[src/rtl/upht_update_ctrl_if.sv]
// Resolve-record and table write-port bundle for the uPHT update controller.
interface upht_update_ctrl_if #(
   parameter int IDX_W = 6,
   parameter int CW    = 3
);
   logic             i_resolve_vld;
   logic             o_resolve_rdy;
   logic [IDX_W-1:0] i_resolve_idx;
   logic [1:0]       i_resolve_cnt;
   logic             i_resolve_taken;
   logic             i_uPht_enable;
   logic             o_uPhtWrite_vld;
   logic [IDX_W-1:0] o_uPhtWr_addr;
   logic [1:0]       o_commit_Cnt;
   logic [CW-1:0]    o_pending_cnt;

   modport master (
      output i_resolve_vld, i_resolve_idx, i_resolve_cnt,
      output i_resolve_taken, i_uPht_enable,
      input  o_resolve_rdy, o_uPhtWrite_vld, o_uPhtWr_addr,
      input  o_commit_Cnt, o_pending_cnt
   );

   modport slave (
      input  i_resolve_vld, i_resolve_idx, i_resolve_cnt,
      input  i_resolve_taken, i_uPht_enable,
      output o_resolve_rdy, o_uPhtWrite_vld, o_uPhtWr_addr,
      output o_commit_Cnt, o_pending_cnt
   );
endinterface

[src/rtl/upht_update_ctrl.sv]
// Commit-side uPHT writer: saturating counter update, in-order pending FIFO,
// forwarding from pending entries and the last committed write.
module upht_update_ctrl #(
   parameter int SAT_TABLE_SIZE = 64,
   parameter int FIFO_DEPTH     = 4
) (
   input logic               i_clk,
   input logic               i_rstn,
   upht_update_ctrl_if.slave bus
);
   localparam int IDX_W = $clog2(SAT_TABLE_SIZE);
   localparam int PW    = $clog2(FIFO_DEPTH);
   localparam int CW    = PW + 1;

   logic [IDX_W-1:0] mem_idx [FIFO_DEPTH];
   logic [1:0]       mem_cnt [FIFO_DEPTH];
   logic [PW-1:0]    rd_ptr;
   logic [PW-1:0]    wr_ptr;
   logic [PW-1:0]    scan_ptr;
   logic [CW-1:0]    count;
   logic             lw_vld;
   logic [IDX_W-1:0] lw_idx;
   logic [1:0]       lw_cnt;
   logic             push;
   logic             pop;
   logic             fwd_hit;
   logic [1:0]       fwd_cnt;
   logic [1:0]       base;
   logic [1:0]       next_cnt;

   assign bus.o_resolve_rdy   = (count != CW'(FIFO_DEPTH));
   assign bus.o_uPhtWrite_vld = (count != '0);
   assign bus.o_uPhtWr_addr   = mem_idx[rd_ptr];
   assign bus.o_commit_Cnt    = mem_cnt[rd_ptr];
   assign bus.o_pending_cnt   = count;

   assign push = bus.i_resolve_vld && bus.o_resolve_rdy;
   assign pop  = (count != '0) && bus.i_uPht_enable;

   // Scan oldest to youngest so the youngest match wins; head counts too.
   always_comb begin
      fwd_hit  = 1'b0;
      fwd_cnt  = 2'b00;
      scan_ptr = rd_ptr;
      for (int i = 0; i < FIFO_DEPTH; i++) begin
         scan_ptr = rd_ptr + PW'(i);
         if (CW'(i) < count && mem_idx[scan_ptr] == bus.i_resolve_idx) begin
            fwd_hit = 1'b1;
            fwd_cnt = mem_cnt[scan_ptr];
         end
      end
   end

   always_comb begin
      base = bus.i_resolve_cnt;
      if (fwd_hit)
         base = fwd_cnt;
      else if (lw_vld && lw_idx == bus.i_resolve_idx)
         base = lw_cnt;
      if (bus.i_resolve_taken)
         next_cnt = (base == 2'b11) ? 2'b11 : base + 2'd1;
      else
         next_cnt = (base == 2'b00) ? 2'b00 : base - 2'd1;
   end

   always_ff @(posedge i_clk or negedge i_rstn) begin
      if (!i_rstn) begin
         for (int i = 0; i < FIFO_DEPTH; i++) begin
            mem_idx[i] <= '0;
            mem_cnt[i] <= 2'b01;
         end
         rd_ptr <= '0;
         wr_ptr <= '0;
         count  <= '0;
         lw_vld <= 1'b0;
         lw_idx <= '0;
         lw_cnt <= 2'b01;
      end else begin
         if (push) begin
            mem_idx[wr_ptr] <= bus.i_resolve_idx;
            mem_cnt[wr_ptr] <= next_cnt;
            wr_ptr          <= wr_ptr + 1'b1;
         end
         if (pop) begin
            lw_vld <= 1'b1;
            lw_idx <= mem_idx[rd_ptr];
            lw_cnt <= mem_cnt[rd_ptr];
            rd_ptr <= rd_ptr + 1'b1;
         end
         if (push && !pop)
            count <= count + 1'b1;
         else if (pop && !push)
            count <= count - 1'b1;
      end
   end
endmodule

[src/flat_wrapper.sv]
// flat-port wrapper written by rule: the top's interface ports become plain ports
module upht_update_ctrl_flat 
#(
   parameter int SAT_TABLE_SIZE = 64,
   parameter int FIFO_DEPTH     = 4
)
  (i_clk, i_rstn, bus_i_resolve_vld, bus_i_resolve_idx, bus_i_resolve_cnt, bus_i_resolve_taken, bus_i_uPht_enable, bus_o_resolve_rdy, bus_o_uPhtWrite_vld, bus_o_uPhtWr_addr, bus_o_commit_Cnt, bus_o_pending_cnt);
  upht_update_ctrl_if #(.IDX_W(6), .CW(3)) bus_i ();
  input logic i_clk;
  input logic i_rstn;
  input wire logic [$bits(bus_i.i_resolve_vld)-1:0] bus_i_resolve_vld;
  input wire logic [$bits(bus_i.i_resolve_idx)-1:0] bus_i_resolve_idx;
  input wire logic [$bits(bus_i.i_resolve_cnt)-1:0] bus_i_resolve_cnt;
  input wire logic [$bits(bus_i.i_resolve_taken)-1:0] bus_i_resolve_taken;
  input wire logic [$bits(bus_i.i_uPht_enable)-1:0] bus_i_uPht_enable;
  output wire logic [$bits(bus_i.o_resolve_rdy)-1:0] bus_o_resolve_rdy;
  output wire logic [$bits(bus_i.o_uPhtWrite_vld)-1:0] bus_o_uPhtWrite_vld;
  output wire logic [$bits(bus_i.o_uPhtWr_addr)-1:0] bus_o_uPhtWr_addr;
  output wire logic [$bits(bus_i.o_commit_Cnt)-1:0] bus_o_commit_Cnt;
  output wire logic [$bits(bus_i.o_pending_cnt)-1:0] bus_o_pending_cnt;
  assign bus_i.i_resolve_vld = bus_i_resolve_vld;
  assign bus_i.i_resolve_idx = bus_i_resolve_idx;
  assign bus_i.i_resolve_cnt = bus_i_resolve_cnt;
  assign bus_i.i_resolve_taken = bus_i_resolve_taken;
  assign bus_i.i_uPht_enable = bus_i_uPht_enable;
  assign bus_o_resolve_rdy = bus_i.o_resolve_rdy;
  assign bus_o_uPhtWrite_vld = bus_i.o_uPhtWrite_vld;
  assign bus_o_uPhtWr_addr = bus_i.o_uPhtWr_addr;
  assign bus_o_commit_Cnt = bus_i.o_commit_Cnt;
  assign bus_o_pending_cnt = bus_i.o_pending_cnt;
  upht_update_ctrl #(.SAT_TABLE_SIZE(SAT_TABLE_SIZE), .FIFO_DEPTH(FIFO_DEPTH)) u_core (.i_clk(i_clk), .i_rstn(i_rstn), .bus(bus_i));
endmodule
[config.mk]
export PLATFORM = sky130hd
export DESIGN_NAME = upht_update_ctrl_flat
export DESIGN_NICKNAME = d
export VERILOG_FILES = /design/src/rtl/upht_update_ctrl_if.sv /design/src/rtl/upht_update_ctrl.sv /design/src/flat_wrapper.sv
export SDC_FILE = /design/constraint.sdc
export NUM_CORES = 1
export LEC_CHECK = 0
export BUFFER_PORTS_ARGS = -buffer_cell sky130_fd_sc_hd__buf_2
export CAP_MARGIN = 40
export CORE_MARGIN = 3
export CORE_UTILIZATION = 40
export CTS_CLUSTER_SIZE = 20
export DETAILED_ROUTE_END_ITERATION = 16
export HOLD_SLACK_MARGIN = 0.1
export PLACE_DENSITY = 0.67
export SYNTH_ARGS = -nofsm -noshare
export SYNTH_HDL_FRONTEND = slang
export SYNTH_SLANG_ARGS = --single-unit
export TNS_END_PERCENT = 30
[constraint.sdc]
create_clock -name i_clk -period 7.7 [get_ports i_clk]
set_input_delay 1.54 -clock i_clk [delete_from_list [all_inputs] [get_ports i_clk]]
set_output_delay 1.54 -clock i_clk [all_outputs]
set_load 0.1 [all_outputs]
==> metrics, run 1 <==
status complete, no violations; Max FO, Critical Path 19; placer's final routability congestion estimate 0.847; Synth Warn # 0; Highest Signal Layer met4; Post-Syn Instances 292; area leader, netlist dfrtp_1; total track usage 15.8%; Max H-tree Level 2; initial antenna violation count 0; Max Freq 256 MHz; Post-CTS Resized 0; Yosys cell types 48; Arr. time, crit path 2.36 ns; Final Hold Fails 0; Final HPWL DP 5010 um; kind of cell adding the most delay to the critical path flip-flops; Routed WL 6860 um; Setup Crit Path Kind reg -> out; initial core utilization 41.8%; clk buf depth 2; Max stage delay on crit path 0.72 ns; top post-synthesis cells by area dfrtp_1 33%, mux2_2 13%, mux2i_1 11%; Slew @ Worst Pin 0.662 ns; die area 9280 um^2; ANT cells 0; Hold/Removal Path Class reg -> reg; unrepaired setup endpoints after global routing no; layout cell share with drive strength beyond 1 31.1%; syn_nets 314; Congestion Overflow GR 0; Clk Latency, worst-skew pair 0.31 ns; Setup crit start kind flop; first-pass GRT wire length 11,100 um; area grow syn2layout 9.47%; ys flop type dfrtp_1; Clock Root Buffer clkbuf_8; most common cell in the netlist dfrtp_1; Ports 26; CTS Sinks 48; Synth top area share 33.0%; Placeable Area 7810 um^2; routed length per instance 16.6 um; list of most frequent post-synthesis cells 43 x dfrtp_1, 39 x mux2_2, 37 x mux2i_1, 28 x xnor2_1, 20 x nand2_1; via count 2,229; Hold Buf Count CTS 0; largest net degree at the start of global routing 39; EDFF count, synth 0; FILL cells 733; Met1 Wirelength 3300 um; met3 WL post-DR 295 um; CTS tree built; Post-Syn Area 3260 um^2; Slew headroom 55.5%; port bufs 25; Antenna Violating Nets Remaining 0; crit path cell chain buf_16, mux2_2, mux2i_1, inv_1, buf_2; row cnt 32; CP endpoint kind output pin; Final Cycle Share 50.6%; Post-CTS Setup Repair Bufs 0; die width 96.3 um; Fin Clk Skew 0.0118 ns; Slew Viols, Final 0; FFs w/ async S/R, synth 100%; Worst Path Buf+Inv 3; FF+latch count, synth 48; Avg Inst Size Synth 11.2 um^2; TNS Setup 0 ns; required time of the critical path 6.16 ns; Max-cap violations 0; Final Critical Period 3.90 ns; drt drc 0; Seq/Total Area, Yosys 37.0%; Die H 96.3 um; Worst path slowest cell dfrtp_2; # nets final 333; Setup-failing EPs final 0; Place WS 3.92 ns; Final WS setup 3.80 ns; vias in the first global route 2,167; vias per cell 5.38; clock slew seen by the registers of the worst setup and hold paths 0.10 ns; DRT Pass-1 Iters 4; number of CTS-inserted buffers 5; initial DRC count 75; WL met2 3170 um
[metrics by stage]
stage	cell area, um^2	util (%)	instances	hold slack (ns)
global route	3570	45.8	414	0.503
detailed placement	3460	44.4	406	0.460
finish	3570	45.8	414	0.477
global placement	3420	43.8	404	0.453
CTS	3570	45.8	414	0.479
floorplan	3260	-	292	0.434
[sequential cells by signal, summed over array words and instances, names as in the netlist]
| register | cells |
|---|---|
| u_core.wr_ptr | 2 |
| u_core.bus.o_pending_cnt | 3 |
| u_core.lw_idx | 6 |
| u_core.lw_cnt | 2 |
| u_core.mem_cnt | 8 |
| u_core.mem_idx | 24 |
| u_core.rd_ptr | 2 |
| u_core.lw_vld | 1 |
[worst paths after layout]
check / start / endpoint / slack (ns) / cells past startpoint
worst max-delay path: u_core.rd_ptr[1] / bus_o_uPhtWr_addr[5] / 3.80 / 5
worst min-delay path: u_core.mem_cnt[0] / u_core.mem_cnt[0] / 0.48 / 2
worst max register to register: u_core.rd_ptr[0] / u_core.mem_cnt[2] / 4.41 / 10
worst min register to register: u_core.mem_cnt[0] / u_core.mem_cnt[0] / 0.48 / 2
max in group asynchronous: i_rstn / u_core.lw_cnt[0] / 5.97 / 2
min in group asynchronous: i_rstn / u_core.mem_idx[2] / 1.16 / 1
[layout by cell type, fill, tap and decap left out, drive strengths merged, types with 3 or more instances in the layout]
cell | Yosys | final
dfrtp | 43 | 43
mux2i | 40 | 40
mux2 | 39 | 39
xnor2 | 28 | 28
buf | 11 | 28
nand2 | 20 | 20
o21ai | 15 | 15
xor2 | 9 | 9
ha | 9 | 9
nor2 | 8 | 8
a21oi | 8 | 8
inv | 7 | 7
nor3 | 7 | 7
clkbuf | 5 | 6
dfstp | 5 | 5
nand2b | 3 | 3
nor4 | 3 | 3
o221ai | 3 | 3
nor4b | 3 | 3
[logic make-up (layout without fill, tap and decap cells)]
family	after synthesis	after routing	share of synthesized area, %
AO/OA/AOI/OAI	39	39	8.93
XOR/XNOR	37	37	9.93
adder cells (fa/ha/maj)	11	11	4.14
buffers and inverters	23	43	4.10
flip-flops	48	48	37.0
multiplexers	81	81	27.5
AND/OR/NAND/NOR	53	53	8.44
[metal layers]
metal  GRT usage [%]  vias to the layer above
met4            4.56                        0
met5               0                        -
met3            3.13                        9
met2            24.6                       43
li1                -                     1091
met1            22.4                     1086
[worst reg2reg max path: cells and delay by family, from the launching register on]
family / cells / cell delay [ns]
AO/OA/AOI/OAI: 6 / 1.24
XOR/XNOR: 1 / 0.17
buffers and inverters: 1 / 0.43
multiplexers: 1 / 0.58
flip-flops: 1 / 0.46
adder cells (fa/ha/maj): 1 / 0.33
[layout make-up]
class	count	area [um^2]	share of cell area, %
Sequential cell	48	1210	33.8
Timing Repair Buffer	28	180	5.04
Clock buffer	6	72.6	2.03
Clock inverter	2	35.0	0.981
Tap cell	102	128	3.57
Multi-Input combinational cell	221	1920	53.8
Inverter	7	26.3	0.736
Power of run 1 is left out: the tool's default activity adds up to more than one toggle a clock period on the data nets, which glitch-free logic cannot reach.
==> inputs of run 2 (changes only) <==
==> constraint.sdc (replaced) <==
create_clock -name i_clk -period 3.9 [get_ports i_clk]
set_input_delay 0.78 -clock i_clk [delete_from_list [all_inputs] [get_ports i_clk]]
set_output_delay 0.78 -clock i_clk [all_outputs]
set_load 0.1 [all_outputs]
==> run 2 against run 1 <==
  * Non-clock buffer count increased by 3
  * Sequential cell count unchanged
  * Register-to-register slack got worse by 3.7 ns
  * Clock-buffer cell count unchanged
  * Critical path depth increased by 1
  * Sequential share of layout area increased by 0.095 points
  * Utilization decreased by 0.13 points
  * Worst setup slack got worse by 3.2 ns
  * Largest cell class unchanged
==> metrics, run 2 (same netlist as run 1, synthesis figures left out) <==
status complete, no violations (unchanged); ANT cells 0 (unchanged); Slew headroom 50.9% (was 55.5%); Antenna Violating Nets Remaining 0 (unchanged); Placeable Area 7810 um^2 (unchanged); commonest non-fill, non-tap cell in the layout dfrtp_1 (unchanged); via count 2,227 (was 2,229); required time of the critical path 3.12 ns (was 6.16 ns); Die H 96.3 um (unchanged); Max-cap violations 0 (unchanged); vias in the first global route 2,200 (was 2,167); placer's final routability congestion estimate 0.855 (was 0.847); FILL cells 733 (unchanged); Final Critical Period 3.26 ns; Fin Clk Skew 0.00418 ns (was 0.0118 ns); clock slew seen by the registers of the worst setup and hold paths 0.09 ns (was 0.10 ns); Final Hold Fails 0 (unchanged); vias per cell 5.34 (was 5.38); Layout Cells excl Fill 417 (was 414); Setup-failing EPs final 0 (unchanged); routed length per instance 16.4 um (was 16.6 um); initial DRC count 120 (was 75); Final HPWL DP 5030 um (was 5010 um); port bufs 25 (unchanged); Hold/Removal Path Class reg -> reg (unchanged); final core occ 45.6% (was 45.8%); initial core utilization 41.8% (unchanged); die area 9280 um^2 (unchanged); Slew Viols, Final 0 (unchanged); Highest Signal Layer met4 (unchanged); total track usage 15.9% (was 15.8%); Final Cycle Share 83.6%; Setup Crit Path Kind reg -> out (unchanged); placed instance area 3450 um^2 (was 3460 um^2); Biggest register u_core.mem_idx (unchanged); WL met2 3100 um (was 3170 um); Max FO, Critical Path 24 (was 19); Post-CTS Resized 0 (unchanged); Inst Count DP 409 (was 406); unrepaired setup endpoints after global routing no (unchanged); CP endpoint kind output pin (unchanged); finished layout cell area 3560 um^2 (was 3570 um^2); Routed WL 6820 um (was 6860 um); TNS Setup 0 ns (unchanged); largest net degree at the start of global routing 34 (was 39); Clock Root Buffer clkbuf_8 (unchanged); highest-count cells in the layout ignoring fill and taps 42 x dfrtp_1, 39 x mux2_2, 37 x mux2i_1 (unchanged); Max Freq 307 MHz; met3 WL post-DR 333 um (was 295 um); clk buf depth 2 (unchanged); Ports 26 (unchanged); Met1 Wirelength 3310 um (was 3300 um); first-pass GRT wire length 11,200 um (was 11,100 um); initial antenna violation count 0 (unchanged); area grow syn2layout 9.16% (was 9.47%); Arr. time, crit path 2.48 ns (was 2.36 ns); row cnt 32 (unchanged); Post-CTS Setup Repair Bufs 0 (unchanged); Max H-tree Level 2 (unchanged); Setup crit start kind flop (unchanged); top flop regs u_core.mem_idx (24), u_core.mem_cnt (8), u_core.lw_idx (6) (unchanged); number of CTS-inserted buffers 5 (unchanged); Clk Latency, worst-skew pair 0.30 ns (was 0.31 ns); DRT Pass-1 Iters 4 (unchanged); max reg flops 24 (unchanged); Slew @ Worst Pin 0.737 ns (was 0.662 ns); CTS Sinks 48 (unchanged); drt drc 0 (unchanged); die width 96.3 um (unchanged); # nets final 336 (was 333); Congestion Overflow GR 0 (unchanged); layout cell share with drive strength beyond 1 31.7% (was 31.1%); Hold Buf Count CTS 0 (unchanged); CTS tree built (unchanged)
[run 2: cell count changes in the layout (fill, tap and decap cells not counted), sizes merged]
cell and delta:
buf +3
[run 2: stage by stage]
| stage | setup WS (ns) | hold WS (ns) |
|---|---|---|
| 6_report | 0.641 | 0.475 |
| 5_1_grt | 0.482 | 0.502 |
| 4_1_cts | 0.609 | 0.474 |
| 3_5_place_dp | 0.754 | 0.461 |
| 3_3_place_gp | 0.850 | 0.455 |
| 2_1_floorplan | 0.133 | 0.434 |
[run 2: path summary, 6_finish.rpt]
kind,start,to,slack [ns],cells after the start
setup reg to reg,u_core.rd_ptr[1],u_core.mem_cnt[0],0.74,10
hold reg to reg,u_core.mem_cnt[6],u_core.mem_cnt[6],0.47,2
setup / recovery,u_core.rd_ptr[1],bus_o_commit_Cnt[0],0.64,6
hold / removal,u_core.mem_cnt[6],u_core.mem_cnt[6],0.47,2
max in group asynchronous,i_rstn,u_core.mem_idx[3],2.67,2
min in group asynchronous,i_rstn,u_core.lw_idx[4],0.53,1
[run 2: cell type report]
| type | count | area (um^2) | share of cell area (%) |
|---|---|---|---|
| Clock inverter | 2 | 35.0 | 0.983 |
| Sequential cell | 48 | 1210 | 33.9 |
| Tap cell | 102 | 128 | 3.58 |
| Timing Repair Buffer | 31 | 170 | 4.78 |
| Clock buffer | 6 | 72.6 | 2.04 |
| Multi-Input combinational cell | 221 | 1920 | 54.0 |
| Inverter | 7 | 26.3 | 0.738 |
[run 2: routing by layer]
metal,vias up,GRT usage [%]
met3,8,2.50
met1,1085,22.8
met4,0,4.21
li1,1089,-
met5,-,0
met2,45,25.1
[run 2: worst max-delay path, stage by stage, from the launching register on]
cell and delay (ns):
dfrtp_2 0.78, buf_4 0.27, buf_4 0.19, mux2_2 0.18, nor2_1 0.04, a21oi_1 0.22
buf_2 0.48
Power of run 2 is left out for the same reason.
